`src/rtl/btclk_pkg.sv`:
```
// btclk_pkg -- shared constants, link role encoding and counter helpers for
// the multi-link Bluetooth clock (btclk_multilink / btclk_link).
//   US_PER_SLOT    : microseconds per 625 us slot
//   HALF_US        : microseconds per half slot (half tick fires at HALF_US-1)
//   WIN_FORCE      : windows wider than this hold uncer_win permanently high
//   WIN_CLOSE_BASE : window closes at this link us + window size
package btclk_pkg;

    localparam int US_PER_SLOT    = 625;
    localparam int HALF_US        = 312;
    localparam int WIN_FORCE      = 312;
    localparam int WIN_CLOSE_BASE = 68;

    typedef enum logic {
        ROLE_SLAVE  = 1'b0,
        ROLE_MASTER = 1'b1
    } link_role_e;

    // Microsecond counter advance, 0..624 wrapping.
    function automatic logic [9:0] us_next(input logic [9:0] us);
        return (us == 10'(US_PER_SLOT - 1)) ? 10'd0 : us + 10'd1;
    endfunction

    // True at the two microseconds where a 312.5 us clock tick is due.
    function automatic logic slot_edge(input logic [9:0] us);
        return (us == 10'(HALF_US - 1)) || (us == 10'(US_PER_SLOT - 1));
    endfunction

endpackage

```
`src/rtl/btclk_link.sv`:
```
// btclk_link -- one link clock: link microsecond counter, 28-bit raw clock,
// offset, uncertainty window and slot pulses.
// Optional feature macro: BTCLK_FHS_LOAD_EN (adds fhs_load_p / fhs_clk).
// Ports:
//   clk_6M, rst          : clock, synchronous active-high reset
//   p_1us                : 1 us strobe from the shared prescaler (already
//                          forced low during reset)
//   cfg_we, cfg_master,
//   cfg_win, cfg_offset  : config write for this link
//   sync_p               : correlator sync (slave only)
//   fhs_load_p, fhs_clk  : FHS clock load (BTCLK_FHS_LOAD_EN only)
//   link_clk             : raw + {offset,2'b00}
//   tslot_p, half_tslot_p, tx_endp, rx_endp, uncer_win : link outputs
module btclk_link
    import btclk_pkg::*;
#(
    parameter int SYNC_US = 68,
    parameter int WIN_W   = 9
) (
    input  logic             clk_6M,
    input  logic             rst,
    input  logic             p_1us,
    input  logic             cfg_we,
    input  logic             cfg_master,
    input  logic [WIN_W-1:0] cfg_win,
    input  logic [25:0]      cfg_offset,
    input  logic             sync_p,
`ifdef BTCLK_FHS_LOAD_EN
    input  logic             fhs_load_p,
    input  logic [25:0]      fhs_clk,
`endif
    output logic [27:0]      link_clk,
    output logic             tslot_p,
    output logic             half_tslot_p,
    output logic             tx_endp,
    output logic             rx_endp,
    output logic             uncer_win
);

    link_role_e       role;
    logic [WIN_W-1:0] win;
    logic [25:0]      offset;
    logic [9:0]       us;
    logic [27:0]      raw;
    logic [27:0]      raw_nxt;
    logic             win_q;
    logic             sync_eff;
    logic             adv;
    logic             pre_rx;
    logic [31:0]      win_open_us;
    logic [31:0]      win_close_us;

    // A sync on a slave overrides this cycle's advance entirely, so neither
    // the pulses nor the raw tick fire in that cycle.
    assign sync_eff     = sync_p && (role == ROLE_SLAVE);
    assign adv          = p_1us && !sync_eff;
    assign half_tslot_p = adv && (us == 10'(HALF_US - 1));
    assign tslot_p      = adv && (us == 10'(US_PER_SLOT - 1));
    assign raw_nxt      = (half_tslot_p || tslot_p) ? raw + 28'd1 : raw;
    assign link_clk     = raw + {offset, 2'b00};

    // Pre-RX half: master transmits when link_clk[1]==0, slave when ==1.
    // The slot that ends in the pre-RX half is a TX slot for either role.
    assign pre_rx  = (role == ROLE_MASTER) ? !link_clk[1] : link_clk[1];
    assign tx_endp = tslot_p && pre_rx;
    assign rx_endp = tslot_p && !pre_rx;

    assign win_open_us  = 32'(US_PER_SLOT) - 32'(win);
    assign win_close_us = 32'(WIN_CLOSE_BASE) + 32'(win);

    // Zero width can never open (open point 625 is unreachable); the extra
    // gate also drops a window left open by a reconfiguration to zero.
    assign uncer_win = (32'(win) > 32'(WIN_FORCE)) || (win_q && (win != '0));

    always_ff @(posedge clk_6M) begin
        if (rst) begin
            role   <= ROLE_SLAVE;
            win    <= '0;
            offset <= '0;
            us     <= '0;
            raw    <= '0;
            win_q  <= 1'b0;
        end else begin
            raw <= raw_nxt;

            if (sync_eff)
                us <= 10'(SYNC_US);
            else if (p_1us)
                us <= us_next(us);

            if (adv) begin
                if (pre_rx && (32'(us) == win_open_us))
                    win_q <= 1'b1;
                else if (!pre_rx && (32'(us) == win_close_us))
                    win_q <= 1'b0;
            end

            if (cfg_we) begin
                role   <= link_role_e'(cfg_master);
                win    <= cfg_win;
                offset <= cfg_offset;
            end
`ifdef BTCLK_FHS_LOAD_EN
            // Offset chosen so link_clk[27:2] equals fhs_clk next cycle;
            // overrides a same-cycle config offset (role/window still written).
            if (fhs_load_p)
                offset <= fhs_clk - raw_nxt[27:2];
`endif
        end
    end

endmodule

```
`src/rtl/btclk_multilink.sv`:
```
// btclk_multilink -- native Bluetooth clock plus NUM_LINKS independent link
// clocks sharing one 6 MHz prescaler.
// Optional feature macro: BTCLK_FHS_LOAD_EN (adds fhs_load_p / fhs_clk).
// Ports:
//   clk_6M, rst            : 6 MHz clock, synchronous active-high reset
//   cfg_we, cfg_idx        : config write strobe and target link
//   cfg_master, cfg_win,
//   cfg_offset             : role, window size (us), offset[27:2]
//   sync_p[NUM_LINKS]      : per-link correlator sync pulse
//   fhs_load_p, fhs_clk    : per-link FHS clock load (BTCLK_FHS_LOAD_EN only)
//   p_1us                  : 1 us strobe
//   clkn                   : native clock, never resynced
//   link_clk               : link i clock in bits [28i+27:28i]
//   tslot_p, half_tslot_p,
//   tx_endp, rx_endp,
//   uncer_win              : per-link outputs, bit i for link i
module btclk_multilink
    import btclk_pkg::*;
#(
    parameter int NUM_LINKS = 4,
    parameter int SYNC_US   = 68,
    parameter int WIN_W     = 9,
    localparam int IDX_W    = (NUM_LINKS > 1) ? $clog2(NUM_LINKS) : 1
) (
    input  logic                    clk_6M,
    input  logic                    rst,
    input  logic                    cfg_we,
    input  logic [IDX_W-1:0]        cfg_idx,
    input  logic                    cfg_master,
    input  logic [WIN_W-1:0]        cfg_win,
    input  logic [25:0]             cfg_offset,
    input  logic [NUM_LINKS-1:0]    sync_p,
`ifdef BTCLK_FHS_LOAD_EN
    input  logic [NUM_LINKS-1:0]    fhs_load_p,
    input  logic [25:0]             fhs_clk,
`endif
    output logic                    p_1us,
    output logic [27:0]             clkn,
    output logic [NUM_LINKS*28-1:0] link_clk,
    output logic [NUM_LINKS-1:0]    tslot_p,
    output logic [NUM_LINKS-1:0]    half_tslot_p,
    output logic [NUM_LINKS-1:0]    tx_endp,
    output logic [NUM_LINKS-1:0]    rx_endp,
    output logic [NUM_LINKS-1:0]    uncer_win
);

    logic [2:0] presc;
    logic [9:0] nat_us;

    // Forcing the strobe low in reset also silences every link pulse, since
    // all of them are qualified by it.
    assign p_1us = (presc == 3'd5) && !rst;

    always_ff @(posedge clk_6M) begin
        if (rst) begin
            presc  <= '0;
            nat_us <= '0;
            clkn   <= '0;
        end else begin
            presc <= (presc == 3'd5) ? 3'd0 : presc + 3'd1;
            if (p_1us) begin
                nat_us <= us_next(nat_us);
                if (slot_edge(nat_us))
                    clkn <= clkn + 28'd1;
            end
        end
    end

    for (genvar i = 0; i < NUM_LINKS; i++) begin : g_link
        logic link_we;

        // Out-of-range indices match no instance and are dropped.
        assign link_we = cfg_we && (cfg_idx == IDX_W'(i));

        btclk_link #(
            .SYNC_US (SYNC_US),
            .WIN_W   (WIN_W)
        ) u_link (
            .clk_6M       (clk_6M),
            .rst          (rst),
            .p_1us        (p_1us),
            .cfg_we       (link_we),
            .cfg_master   (cfg_master),
            .cfg_win      (cfg_win),
            .cfg_offset   (cfg_offset),
            .sync_p       (sync_p[i]),
`ifdef BTCLK_FHS_LOAD_EN
            .fhs_load_p   (fhs_load_p[i]),
            .fhs_clk      (fhs_clk),
`endif
            .link_clk     (link_clk[28*i +: 28]),
            .tslot_p      (tslot_p[i]),
            .half_tslot_p (half_tslot_p[i]),
            .tx_endp      (tx_endp[i]),
            .rx_endp      (rx_endp[i]),
            .uncer_win    (uncer_win[i])
        );
    end

endmodule

```
`config.mk`:
```
export PLATFORM = sky130hd
export DESIGN_NAME = btclk_multilink
export DESIGN_NICKNAME = d
export VERILOG_FILES = /design/src/rtl/btclk_pkg.sv /design/src/rtl/btclk_link.sv /design/src/rtl/btclk_multilink.sv
export SDC_FILE = /design/constraint.sdc
export NUM_CORES = 1
export LEC_CHECK = 0
export BUFFER_PORTS_ARGS = -buffer_cell sky130_fd_sc_hd__buf_2
export CAP_MARGIN = 5
export CORE_ASPECT_RATIO = 2
export CORE_UTILIZATION = 45
export DETAILED_ROUTE_END_ITERATION = 8
export PLACE_DENSITY_LB_ADDON = 0.3
export SKIP_CTS_REPAIR_TIMING = 1
export SYNTH_ARGS = -nofsm -noshare
export SYNTH_HDL_FRONTEND = slang
export SYNTH_HIERARCHICAL = 1
export SYNTH_SLANG_ARGS = --single-unit
```
`constraint.sdc`:
```
create_clock -name clk_6M -period 5.3 [get_ports clk_6M]
set_input_delay 0.53 -clock clk_6M [delete_from_list [all_inputs] [get_ports clk_6M]]
set_output_delay 0.53 -clock clk_6M [all_outputs]
set_load 0.03 [all_outputs]
```
### Yosys cells after proc, flatten, opt, wreduce, memory -nomap -nowiden

Cells that the tools add are included.
W data, S select, Z words.

| word-level totals | value |
|---|---|
| flip-flop bits (word level) | 341 |
| output and inout bits | 161 |
| word-level logic and storage cells | 195 |

| cells by class | value |
|---|---|
| add/subtract/negate cells | 23 |
| $lt $le $gt $ge | 4 |
| equality and inequality tests | 22 |
| multiplexer cells | 25 |
| bitwise gates (word level) | 4 |
| reduce and logical (&&, ||, !) cells | 86 |

Operators with widths:

| operator | number |
|---|---|
| $add A28 B1 Y28 const B | 5 |
| $eq A10 B32 Y1 | 4 |
| $add A28 B28 Y28 | 4 |
| $mux W7 | 8 |
| $add A10 B1 Y10 const B | 5 |
| $eq A10 B10 Y1 const B | 5 |
| $eq A10 B9 Y1 const B | 5 |
| $mux W10 | 5 |
| $sub A10 B9 Y11 const A | 4 |
| $logic_and A1 B1 Y1 | 41 |
| $add A7 B9 Y10 const A | 4 |
| $eq A10 B10 Y1 | 4 |
| $gt A9 B9 Y1 const B | 4 |
| $reduce_bool A9 Y1 | 4 |
| $reduce_bool A2 Y1 | 8 |
| $logic_not A1 Y1 | 13 |
| $mux W1 | 12 |
| $reduce_and A2 Y1 | 5 |
| $reduce_or A2 Y1 | 5 |
| $logic_or A1 B1 Y1 | 9 |
| $eq A2 B2 Y1 const B | 2 |
| $not A1 Y1 | 4 |
| $add A3 B1 Y3 const B | 1 |
| $eq A3 B3 Y1 const B | 1 |
| 2 further kinds | 2 |

### Depth between registers and ports, before layout

Gate-level depths: netlist of the first run.

| logic depth | value |
|---|---|
| depth after elaboration | 7 |
| depth in mapped cells | 11 |
| gate-level depth less buffers | 10 |

### By module

The synthesis of the first run kept the hierarchy.

Modules (own cells, without submodules):

| module | times used | cells an instance | area each (um^2) | sequential area each (um^2) |
|---|---|---|---|---|
| btclk_link at g_link[0].u_link ... | 2 | 610 | 4,967.3 | 1,501.4 |
| btclk_link at g_link[1].u_link | 1 | 609 | 4,998.5 | 1,501.4 |
| btclk_link at g_link[3].u_link | 1 | 598 | 4,986.0 | 1,501.4 |
| btclk_multilink | 1 | 232 | 2,018.2 | 820.8 |

### Worst setup path after synthesis of the first run

Ideal clock, no wire load.

| timing path | value |
|---|---|
| path type | input port to output port |
| start | input rst |
| end | output half_tslot_p[0] |
| arrival | 2.649 ns |
| path slack | 2.121 ns |
| stages | 4 |
| path through | buf_6 -> and3b_1 -> nand3_4 -> nor4_1 |

| on the way | value |
|---|---|
| word-level cells in the longest chain between the ends | 4 |

RTL lines:

| what | line | source |
|---|---|---|
| start, declared | btclk_multilink.sv:26 | `input logic rst,` |
| $logic_not A1 Y1 | btclk_multilink.sv:52 | `assign p_1us = (presc == 3'd5) && !rst;` |
| $logic_and A1 B1 Y1 | btclk_multilink.sv:52 |  |
| net p_1us | btclk_multilink.sv:37 | `output logic p_1us,` |
| $logic_and A1 B1 Y1 | btclk_link.sv:56 | `assign adv = p_1us && !sync_eff;` |
| $logic_and A1 B1 Y1 | btclk_link.sv:57 | `assign half_tslot_p = adv && (us == 10'(HALF_US - 1));` |
| end, declared | btclk_multilink.sv:41 | `output logic [NUM_LINKS-1:0] half_tslot_p,` |

The timed path passes the listed nets, and every way through them passes these cells.

### Worst setup path after layout of the first run

| timing path | value |
|---|---|
| start | register g_link[3].u_link.raw[2] |
| end | output link_clk[104] |

| on the way | value |
|---|---|
| word-level cells in the longest chain between the ends | 1 |

RTL lines:

| what | line | source |
|---|---|---|
| start, declared | btclk_link.sv:44 | `logic [27:0] raw;` |
| start signal, assigned | btclk_link.sv:84 | `raw <= raw_nxt;` |
| $add A28 B28 Y28 | btclk_link.sv:60 | `assign link_clk = raw + {offset, 2'b00};` |
| end, declared | btclk_multilink.sv:39 | `output logic [NUM_LINKS*28-1:0] link_clk,` |

No other way between the ends.

==> reports/qor.yml, run 1 <==
status: "finished clean"
vias: 19800
grt_pass1_wl_microns: 102000
finalWorstSetupSlack_ps: 1340
ys.flop_type: "dfxtp_1"
clock_path_buffers: 3
crit_required_ps: 4770
avgSynthCellArea_sq_um: 8.25
cts_tree: "built"
combPwrFrac: 0.083
drive_gt1_frac: 0.115
final.period_utilization: 0.746
synth_compound_area_frac: 0.147
ys_warn_count: 6
finClkSkew_ps: 16.5
startpoint: "g_link[3].u_link/raw[2]"
ant_nets: 0
synth_common_cells: "nor2_1, dfxtp_1, a21oi_1"
drt-total-wl_microns: 65900
h-tree-depth: 2
syn_area_sq_um: 21900
reg2reg_depth: 8
hold_depth: 3
drtIter0Drc: 1008
clk_pin_slew_worst_paths_ps: 60
synthArstFlopShare: 0
drc_errors: 0
nets: 2953
power.share.sequential: 0.455
grt_pass1_vias: 19700
synth_nets: 2837
yosysMostFrequentCell: "nor2_1"
hold_start: "cfg_win[3]"
setup_viol: 0
power_density_nw_per_um2: 240
dp_slack_ps: 1920
synth-xor-area-share: 0.109
post-route-min-period_ps: 3960
vdd_drop_max_mv: 0.297
synthMuxAreaShare: 0.0729
seq_area_frac_synth: 0.311
fin_tns_setup_ps: 0
cts_sinks: 341
placement_rows: 114
coreArea_sq_um: 48200
worstMarginPinSlew_ps: 780
slew_viol_final: 0
numCtsBuffers: 36
n_antenna_cell: 0
hold_violations: 0
fmax_mhz: 253
utilization: 0.506
dieArea_sq_um: 49700
worstPathArrival_ps: 3430
synth_top_area_frac: 0.311
netlist_top_cells_area: "dfxtp_1, ha_1, mux2i_1, nor2_1, xnor2_1"
cellInternalPower_w: 0.00436
dr.pass1.iters: 6
synthSimpleGateAreaFrac: 0.233
grt_max_degree: 181
wire_per_inst_microns: 19.2
synth.distinct_cells: 91
clock_latency_ps: 540
maxCapViolCount: 0
start_util: 0.455
synth_top_family_by_area: "simple AND/OR/NAND/NOR gates"
p_sw_frac: 0.256
cp-end-kind: "output port"
die_w_microns: 158
p_leak_nw: 10.1
die_h_microns: 314
grt_setup_unrepaired: "no"
area_growth_pct: 11.2
synth_fa_ha_area_frac: 0.0772
p_switching_w: 0.00150
overflow: 0
synth_seq_cells: 341
clockRootBuffer: "clkbuf_16"
slew_headroom: 0.475
rr_startpoint: "presc[0]"
criticalPathCategory: "register to output port"
synthCells: 2659
antenna_found_initial: 0
grt.total_usage: 0.262
critPathLaunchType: "register"
clkPwrFrac: 0.463
hpwlAfterDp_microns: 50700
gp_congestion: 0.963
fillCellCount: 4710
io_buffers: 205
via_per_inst: 5.77
hold_path.class: "input pin to register"
crit_fanout: 5
yosysTopAreaCell: "dfxtp_1"
synth_edf_count: 0
io_pins: 206
==> metrics by stage <==
step	hold slack [ps]	power, W	cell area [sq um]	cells
2_1_floorplan	426	0.00304	21900	2659
3_3_place_gp	438	0.00319	23100	3375
3_5_place_dp	474	0.00320	23100	3375
4_1_cts	329	0.00590	24400	3438
5_1_grt	347	0.00604	24400	3438
6_report	336	0.00586	24400	3438
==> critical path, stage by stage, from the launching register on <==
cell and delay (ps):
dfxtp_1 430, ha_1 210, inv_1 60, fa_1 400, nor2b_1 180, o31ai_1 110
a21oi_1 500, a31oi_1 220, o21ai_0 330, o31ai_1 120, xnor2_1 130, buf_2 210
==> cells in the final DEF (no fill, tap or decap), types with 8 or more instances in the layout <==
| cell | netlist | final |
|---|---|---|
| a2111oi_0 | 8 | 8 |
| a211oi_1 | 10 | 10 |
| a21o_1 | 37 | 37 |
| a21oi_1 | 173 | 173 |
| a31oi_1 | 32 | 32 |
| and2_1 | 10 | 10 |
| and3_1 | 42 | 41 |
| and4_1 | 24 | 24 |
| buf_2 | 18 | 204 |
| clkbuf_16 | 0 | 37 |
| dfxtp_1 | 341 | 341 |
| ha_1 | 129 | 129 |
| inv_1 | 103 | 103 |
| mux2i_1 | 155 | 155 |
| nand2_1 | 159 | 159 |
| nand2b_1 | 28 | 28 |
| nand3_1 | 85 | 85 |
| nand4_1 | 43 | 43 |
| nor2_1 | 370 | 368 |
| nor2b_1 | 22 | 22 |
| nor3_1 | 56 | 56 |
| nor3b_1 | 12 | 11 |
| nor4_1 | 20 | 20 |
| o211ai_1 | 11 | 11 |
| o21a_1 | 13 | 13 |
| o21ai_0 | 127 | 127 |
| o21bai_1 | 22 | 22 |
| o22ai_1 | 15 | 15 |
| o31ai_1 | 14 | 14 |
| or3_1 | 49 | 49 |
| or4_1 | 12 | 12 |
| xnor2_1 | 149 | 149 |
| xor2_1 | 124 | 124 |
==> state kept, by name, summed over array words and instances (netlist names) <==
signal and flops:
nat_us 10, g_link.u_link/offset 104, g_link.u_link/win_q 4, presc 3, g_link.u_link/win 36, g_link.u_link/us 40, clkn 28, g_link.u_link/role 4
g_link.u_link/raw 112
==> power groups by stage <==
stage / registers (W) / logic, W / clock network [W]
after floorplan: 0.00268 / 0.000351 / 0
after global placement: 0.00272 / 0.000474 / 0
after detailed placement: 0.00272 / 0.000482 / 0
after CTS: 0.00266 / 0.000485 / 0.00276
after global routing: 0.00267 / 0.000523 / 0.00285
final: 0.00266 / 0.000484 / 0.00271
==> cell families after synthesis <==
group | count (synthesis)
fa+ha+maj | 133
flops | 341
buf+inv | 237
xor+xnor | 273
mux | 159
simple gates | 993
compound gates | 523
==> path summary, 6_finish.rpt <==
check | slack, ps | endpoint
max | 1340 | link_clk[104]
min | 340 | g_link[2].u_link/win[3]
max reg2reg | 2030 | g_link[1].u_link/raw[14]
min reg2reg | 480 | clkn[27]
==> area by class of cell <==
class	instances	area [sq um]	share of cell area
Timing Repair Buffer	212	1100	0.0451
Inverter	103	387	0.0159
Sequential cell	341	6830	0.280
Tap cell	638	798	0.0327
Clock inverter	16	238	0.00975
Multi-Input combinational cell	2081	14000	0.576
Clock buffer	47	1000	0.0411
==> layer usage <==
layer,vias to the layer above,track usage,share of wire
li1,9634,-,-
met1,9438,0.250,0.36
met2,546,0.490,0.52
met3,217,0.0377,0.043
met4,0,0.205,0.085
met5,-,0,0
(Power assumes the default switching activity.)
==> inputs of run 2 (changes only) <==
- ABC_AREA: unset -> 1
- clock period: 5.3 -> 3.5 ns (I/O delays scaled with it)
==> run 2 against run 1 <==
  * Count of clock-buffer cells in the layout fell by 6
  * Area after synthesis rose by 14%
  * Cell count is 40% higher
  * Largest power group is now sequential cells
  * Critical path type unchanged
  * Clock skew rose by 7.4 ps
  * Utilization down 0.098 points
  * Wire length is 43% higher
  * Worst hold slack got worse by 220 ps
  * Highest routed layer is now met5
  * Sequential share of layout area down 3.2 points
==> reports/qor.yml, run 2 <==
status: "finished clean"
die_h_microns: 335  # +6.6%
numCtsBuffers: 35  # -2.8%
maxCapViolCount: 0  # unchanged
cts_tree: "built"
overflow: 0  # unchanged
synthSimpleGateAreaFrac: 0.369  # +0.136
antenna_found_initial: 4  # +4
synth_nets: 4138  # +46%
hold_start: "rst"
critPathLaunchType: "register"
p_sw_frac: 0.286  # +0.0303
p_leak_nw: 12.5  # +23%
vdd_drop_max_mv: 0.287  # -3.3%
synthArstFlopShare: 0  # unchanged
fin_tns_setup_ps: 0  # unchanged
reg2reg_to: "g_link[0].u_link/raw[19]"
rr_startpoint: "presc[0]"
combPwrFrac: 0.112  # +0.029
regToRegSetupSlack_ps: 780  # -1250 ps
yosysTopAreaCell: "dfxtp_1"
io_pins: 206  # unchanged
clk_pin_slew_worst_paths_ps: 70  # about the same
clock_latency_ps: 560  # +20 ps
fmax_mhz: 302
grt_pass1_vias: 26600  # +35%
via_per_inst: 5.65  # -2.1%
p_switching_w: 0.00259  # +72%
synth.distinct_cells: 51  # -44%
cellInternalPower_w: 0.00645  # +48%
syn_area_sq_um: 24900  # +14%
grt_setup_unrepaired: "no"
reg.largest.list: "g_link.u_link/raw: 112 flops, g_link.u_link/offset: 104 flops, g_link.u_link/us: 40 flops"
placed_cell_area_sq_um: 26300  # +14%
wl_met1_microns: 31700  # +35%
hold_ws_ps: 116  # -220 ps
synth_top_area_frac: 0.274  # -0.0373
grt_max_degree: 54  # -70%
drc_errors: 0  # unchanged
hold_depth: 2  # -1
netlist_top_cells_area: "dfxtp_1, nand2_1, nor2_1, a21oi_1, ha_1"
power_density_nw_per_um2: 328  # +37%
synth_fa_ha_area_frac: 0.0680  # -0.00927
vias: 27200  # +37%
synth_seq_cells: 341  # unchanged
clock_path_buffers: 3  # unchanged
worstPathArrival_ps: 2970  # -460 ps
ys.flop_type: "dfxtp_1"
finClkSkew_ps: 23.8  # +7.36 ps
drtIter0Drc: 1736  # +72%
seq_area_frac_synth: 0.274  # -0.0373
cp-end-kind: "output port"
nets: 4292  # +45%
synthCells: 3960  # +49%
ys_warn_count: 6  # unchanged
mostFrequentLayoutCells: "nand2_1, nor2_1, inv_1"
hold_violations: 0  # unchanged
coreArea_sq_um: 54500  # +13%
synth_edf_count: 0  # unchanged
synth_top_family_by_area: "simple AND/OR/NAND/NOR gates"
grt_pass1_wl_microns: 144000  # +41%
grt.total_usage: 0.333  # +0.0707
wire_per_inst_microns: 19.6  # +2.5%
crit_fanout: 6  # +1
yosysMostFrequentCell: "nand2_1"
final.period_utilization: 0.948
slew_viol_final: 0  # unchanged
hold_path.class: "input pin to register"
avgSynthCellArea_sq_um: 6.30  # -24%
wl_met3_microns: 4880  # +71%
clockRootBuffer: "clkbuf_16"
dr.max_layer_used: "met5"
drt-total-wl_microns: 94500  # +43%
area_growth_pct: 10.4
worstMarginPinSlew_ps: 1080  # +304 ps
crit_required_ps: 3150  # -1620 ps
finalInstanceArea_sq_um: 27500  # +13%
slew_headroom: 0.276  # -0.199
synth-xor-area-share: 0.0643  # -0.0447
met2WireLength_microns: 48400  # +43%
die_w_microns: 168  # +6.5%
largest_register_ffs: 112  # unchanged
mostFrequentLayoutCell: "nand2_1"
fillCellCount: 5850  # +24%
power.share.sequential: 0.454  # about the same
worstHoldEndpoint: "clkn[6]"
synth_common_cells: "nand2_1, nor2_1, inv_1"
dieArea_sq_um: 56400  # +14%
cts_sinks: 341  # unchanged
placement_rows: 121  # +6.1%
setup_viol: 0  # unchanged
clkPwrFrac: 0.434  # -0.029
dr.pass1.iters: 6  # unchanged
largest_register: "g_link.u_link/raw"
start_util: 0.457  # +0.00237
ant_nets: 0  # unchanged
reg2reg_depth: 10  # +2
io_buffers: 205  # unchanged
gp_congestion: 1.01  # +4.4%
h-tree-depth: 2  # unchanged
synth_compound_area_frac: 0.141  # -0.00624
drive_gt1_frac: 0.0955  # -0.0195
post-route-min-period_ps: 3320
hpwlAfterDp_microns: 74000  # +46%
criticalPathCategory: "register to output port"
synthMuxAreaShare: 0  # -0.0729
run 2: cell types whose count changed after synthesis, moves of 102 or more:
cell	previous run	this run
xnor2_1	149	47
a21oi_1	173	328
mux2i_1	155	0
inv_1	103	348
nand2_1	159	995
nor2_1	370	597
nand3_1	85	276
run 2: kinds of logic (layout without fill, tap and decap cells):
logic type	after synthesis	in the layout
xor+xnor	183	183
simple gates	2161	2161
compound gates	655	655
other cells	0	2
buf+inv	487	662
flops	341	341
fa+ha+maj	133	133
run 2: final cells by class:
cell class	count	area, sq um	area share
multi-input combinational	3132	16100	0.584
antenna	2	5.00	0.000182
inverter	371	1400	0.0508
clock buffer	41	951	0.0346
timing repair buffer	233	1240	0.0451
tap	676	846	0.0307
sequential	341	6830	0.248
clock inverter	17	190	0.00691
run 2: worst max-delay path by stage:
stage / start / endpoint / slack, ps / cells past startpoint
5_1_grt: g_link[2].u_link/raw[2] / link_clk[82] / 10 / 11
3_3_place_gp: g_link[1].u_link/raw[2] / link_clk[40] / 600 / 8
6_report: g_link[2].u_link/raw[2] / link_clk[74] / 180 / 10
4_1_cts: g_link[1].u_link/raw[2] / link_clk[40] / 30 / 8
2_1_floorplan: g_link[0].u_link/raw[2] / link_clk[18] / 960 / 9
3_5_place_dp: g_link[1].u_link/raw[2] / link_clk[40] / 610 / 8
run 2: through the flow:
stage	setup slack, ps	instances	utilization	power [W]
2_1_floorplan	956	3960	-	0.00480
3_3_place_gp	601	4753	0.483	0.00518
3_5_place_dp	614	4753	0.483	0.00518
4_1_cts	32.1	4811	0.504	0.00909
5_1_grt	11.0	4811	0.505	0.00933
6_report	183	4813	0.505	0.00904
run 2: critical path, stage by stage (launching register included):
cell      delay, ps
dfxtp_1         440
ha_1            240
inv_1            90
fa_1            440
o21ai_4         280
a21boi_2        140
o21ai_1         270
nand2_1          80
nand2_1          80
xor2_1          130
buf_2           210
run 2: routing by layer:
metal	track usage	vias to the layer above
met5	0	-
met4	0.304	4
met3	0.0496	432
met2	0.619	1003
met1	0.309	12500
li1	-	13300
run 2: power groups by stage:
stage | clock network, W | registers, W | logic [W]
2_1_floorplan | 0 | 0.00411 | 0.000691
3_3_place_gp | 0 | 0.00418 | 0.000995
3_5_place_dp | 0 | 0.00418 | 0.000998
4_1_cts | 0.00399 | 0.00409 | 0.00100
5_1_grt | 0.00412 | 0.00411 | 0.00110
6_report | 0.00392 | 0.00410 | 0.00101
==> inputs of run 3 (changes only) <==
- CORE_UTILIZATION: 45 -> 40
- PLACE_DENSITY_LB_ADDON: 0.3 -> unset
==> run 3 against run 2 <==
  * Total power grew 1.5%
  * Non-clock buffer count is the same
  * Cell count grew 2.4%
  * Sequential cell count is the same
==> reports/qor.yml, run 3 (synthesis gave the netlist of run 2 again) <==
status: "finished clean"
maxCapViolCount: 0  # unchanged
p_sw_frac: 0.282  # -0.00417
clock_path_buffers: 3  # unchanged
critPathSlowestCell: "dfxtp_1"
finClkSkew_ps: 13.1  # -10.7 ps
final.period_utilization: 0.968  # +0.0209
drc_errors: 0  # unchanged
worstPathArrival_ps: 3040  # +70 ps
vias: 26800  # -1.4%
grt_pass1_wl_microns: 143000  # -1.0%
largest_register_ffs: 112  # unchanged
n_antenna_cell: 0  # -2
grt_setup_unrepaired: "no"
clock_latency_ps: 550  # about the same
area_growth_pct: 11.2
clockRootBuffer: "clkbuf_16"
slew_headroom: 0.282  # +0.00614
clk_pin_slew_worst_paths_ps: 60  # about the same
criticalPathCategory: "register to output port"
critPathLaunchType: "register"
mostFrequentLayoutCells: "nand2_1, nor2_1, inv_1"
grt_max_degree: 81  # +50%
combPwrFrac: 0.111  # about the same
slew_viol_final: 0  # unchanged
worstMarginPinSlew_ps: 1080  # -9.21 ps
largest_register: "g_link.u_link/raw"
drtIter0Drc: 1408  # -19%
drt-total-wl_microns: 95200  # +0.82%
dieArea_sq_um: 63400  # +12%
crit_required_ps: 3150  # about the same
post-route-min-period_ps: 3390  # +73.1 ps
gp_congestion: 1.01  # +0.89%
h-tree-depth: 2  # unchanged
cellInternalPower_w: 0.00659  # +2.1%
placement_rows: 129  # +6.6%
reg.largest.list: "g_link.u_link/raw: 112 flops, g_link.u_link/offset: 104 flops, g_link.u_link/us: 40 flops"
p_leak_nw: 12.5  # +0.29%
hpwlAfterDp_microns: 74500  # +0.73%
hold_path.class: "input pin to register"
grt.total_usage: 0.296  # -0.0369
coreArea_sq_um: 61700  # +13%
dp_slack_ps: 627  # +13.3 ps
antenna_found_initial: 2  # -2
fillCellCount: 6749  # +15%
hold_violations: 0  # unchanged
dr.pass1.iters: 5  # -1
power_density_nw_per_um2: 331  # +0.83%
cts_sinks: 341  # unchanged
crit_fanout: 6  # unchanged
io_pins: 206  # unchanged
fmax_mhz: 295  # -2.2%
numCtsBuffers: 37  # +5.7%
cp-end-kind: "output port"
nets: 4294  # +0.047%
p_switching_w: 0.00259  # about the same
ant_nets: 0  # unchanged
drive_gt1_frac: 0.0951  # -0.000403
die_w_microns: 179  # +6.0%
wire_per_inst_microns: 19.3  # -1.5%
io_buffers: 205  # unchanged
fin_tns_setup_ps: 0  # unchanged
overflow: 0  # unchanged
vdd_drop_max_mv: 0.291  # +1.4%
grt_pass1_vias: 26400  # -0.68%
path_cells: "ha_1 > a21oi_1 > o21ai_0 > a21oi_1 > o21ai_0 > nand2_1 > nand3_1 > nand2_1 > buf_2"
finalWorstSetupSlack_ps: 110  # -73.1 ps
die_h_microns: 355  # +6.0%
setup_viol: 0  # unchanged
cpPeakStageDelay_ps: 440  # about the same
start_util: 0.404  # -0.0531
via_per_inst: 5.44  # -3.7%
cts_tree: "built"
power.share.sequential: 0.446  # -0.008
mostFrequentLayoutCell: "nand2_1"
clkPwrFrac: 0.443  # +0.009
==> run 3: cell count changes in the layout (fill, tap and decap cells not counted), sizes merged <==
cell	before	now
clkbuf	41	56
clkinv	12	9
bufinv	3	2
diode	2	0
inv	370	367
clkinvlp	3	2
==> run 3: layer usage <==
layer	vias to the layer above	GRT usage	routed length (microns)
met1	12400	0.275	32900
met4	4	0.250	9150
met3	353	0.0318	3680
li1	13300	-	-
met2	804	0.561	49400
met5	-	0	27
==> run 3: final cells by class <==
cell class / count / area, sq um / share of cell area
Inverter: 371 / 1400 / 0.0504
Tap cell: 786 / 983 / 0.0355
Timing Repair Buffer: 233 / 1250 / 0.0453
Sequential cell: 341 / 6830 / 0.246
Clock buffer: 56 / 1100 / 0.0397
Multi-Input combinational cell: 3132 / 16000 / 0.579
Clock inverter: 9 / 104 / 0.00375
==> run 3: power groups by stage <==
| stage | Clock [W] | Combinational (W) | Sequential (W) |
|---|---|---|---|
| after global placement | 0 | 0.00101 | 0.00418 |
| after CTS | 0.00415 | 0.00102 | 0.00409 |
| after detailed placement | 0 | 0.00101 | 0.00418 |
| final | 0.00406 | 0.00102 | 0.00409 |
| after floorplan | 0 | 0.000691 | 0.00411 |
| after global routing | 0.00426 | 0.00111 | 0.00410 |
==> run 3: critical path: cells and delay by family, from the launching register on <==
| kind | cells | cell delay [ps] |
|---|---|---|
| AND/OR/NAND/NOR | 3 | 380 |
| AO/OA/AOI/OAI | 4 | 1080 |
| flip-flops | 1 | 440 |
| buffers and inverters | 1 | 210 |
| adder cells (fa/ha/maj) | 1 | 360 |
==> run 3: per-stage QoR <==
| step | utilization | instance area (sq um) | hold WS (ps) | total power [W] | std cells |
|---|---|---|---|---|---|
| floorplan | - | 24900 | 419 | 0.00480 | 3960 |
| global placement | 0.430 | 26500 | 438 | 0.00519 | 4863 |
| detailed placement | 0.430 | 26500 | 449 | 0.00519 | 4863 |
| CTS | 0.449 | 27700 | 34.6 | 0.00925 | 4928 |
| global route | 0.449 | 27700 | 60.8 | 0.00947 | 4928 |
| finish | 0.449 | 27700 | 59.9 | 0.00918 | 4928 |
==> run 3: final timing paths <==
kind / from / to / slack [ps] / depth (start not counted)
worst min-delay path: rst / clkn[0] / 60 / 2
worst max-delay path: g_link[1].u_link/raw[6] / link_clk[43] / 110 / 9
worst min register to register: presc[0] / presc[0] / 460 / 1
worst max register to register: presc[0] / g_link[3].u_link/raw[8] / 770 / 11
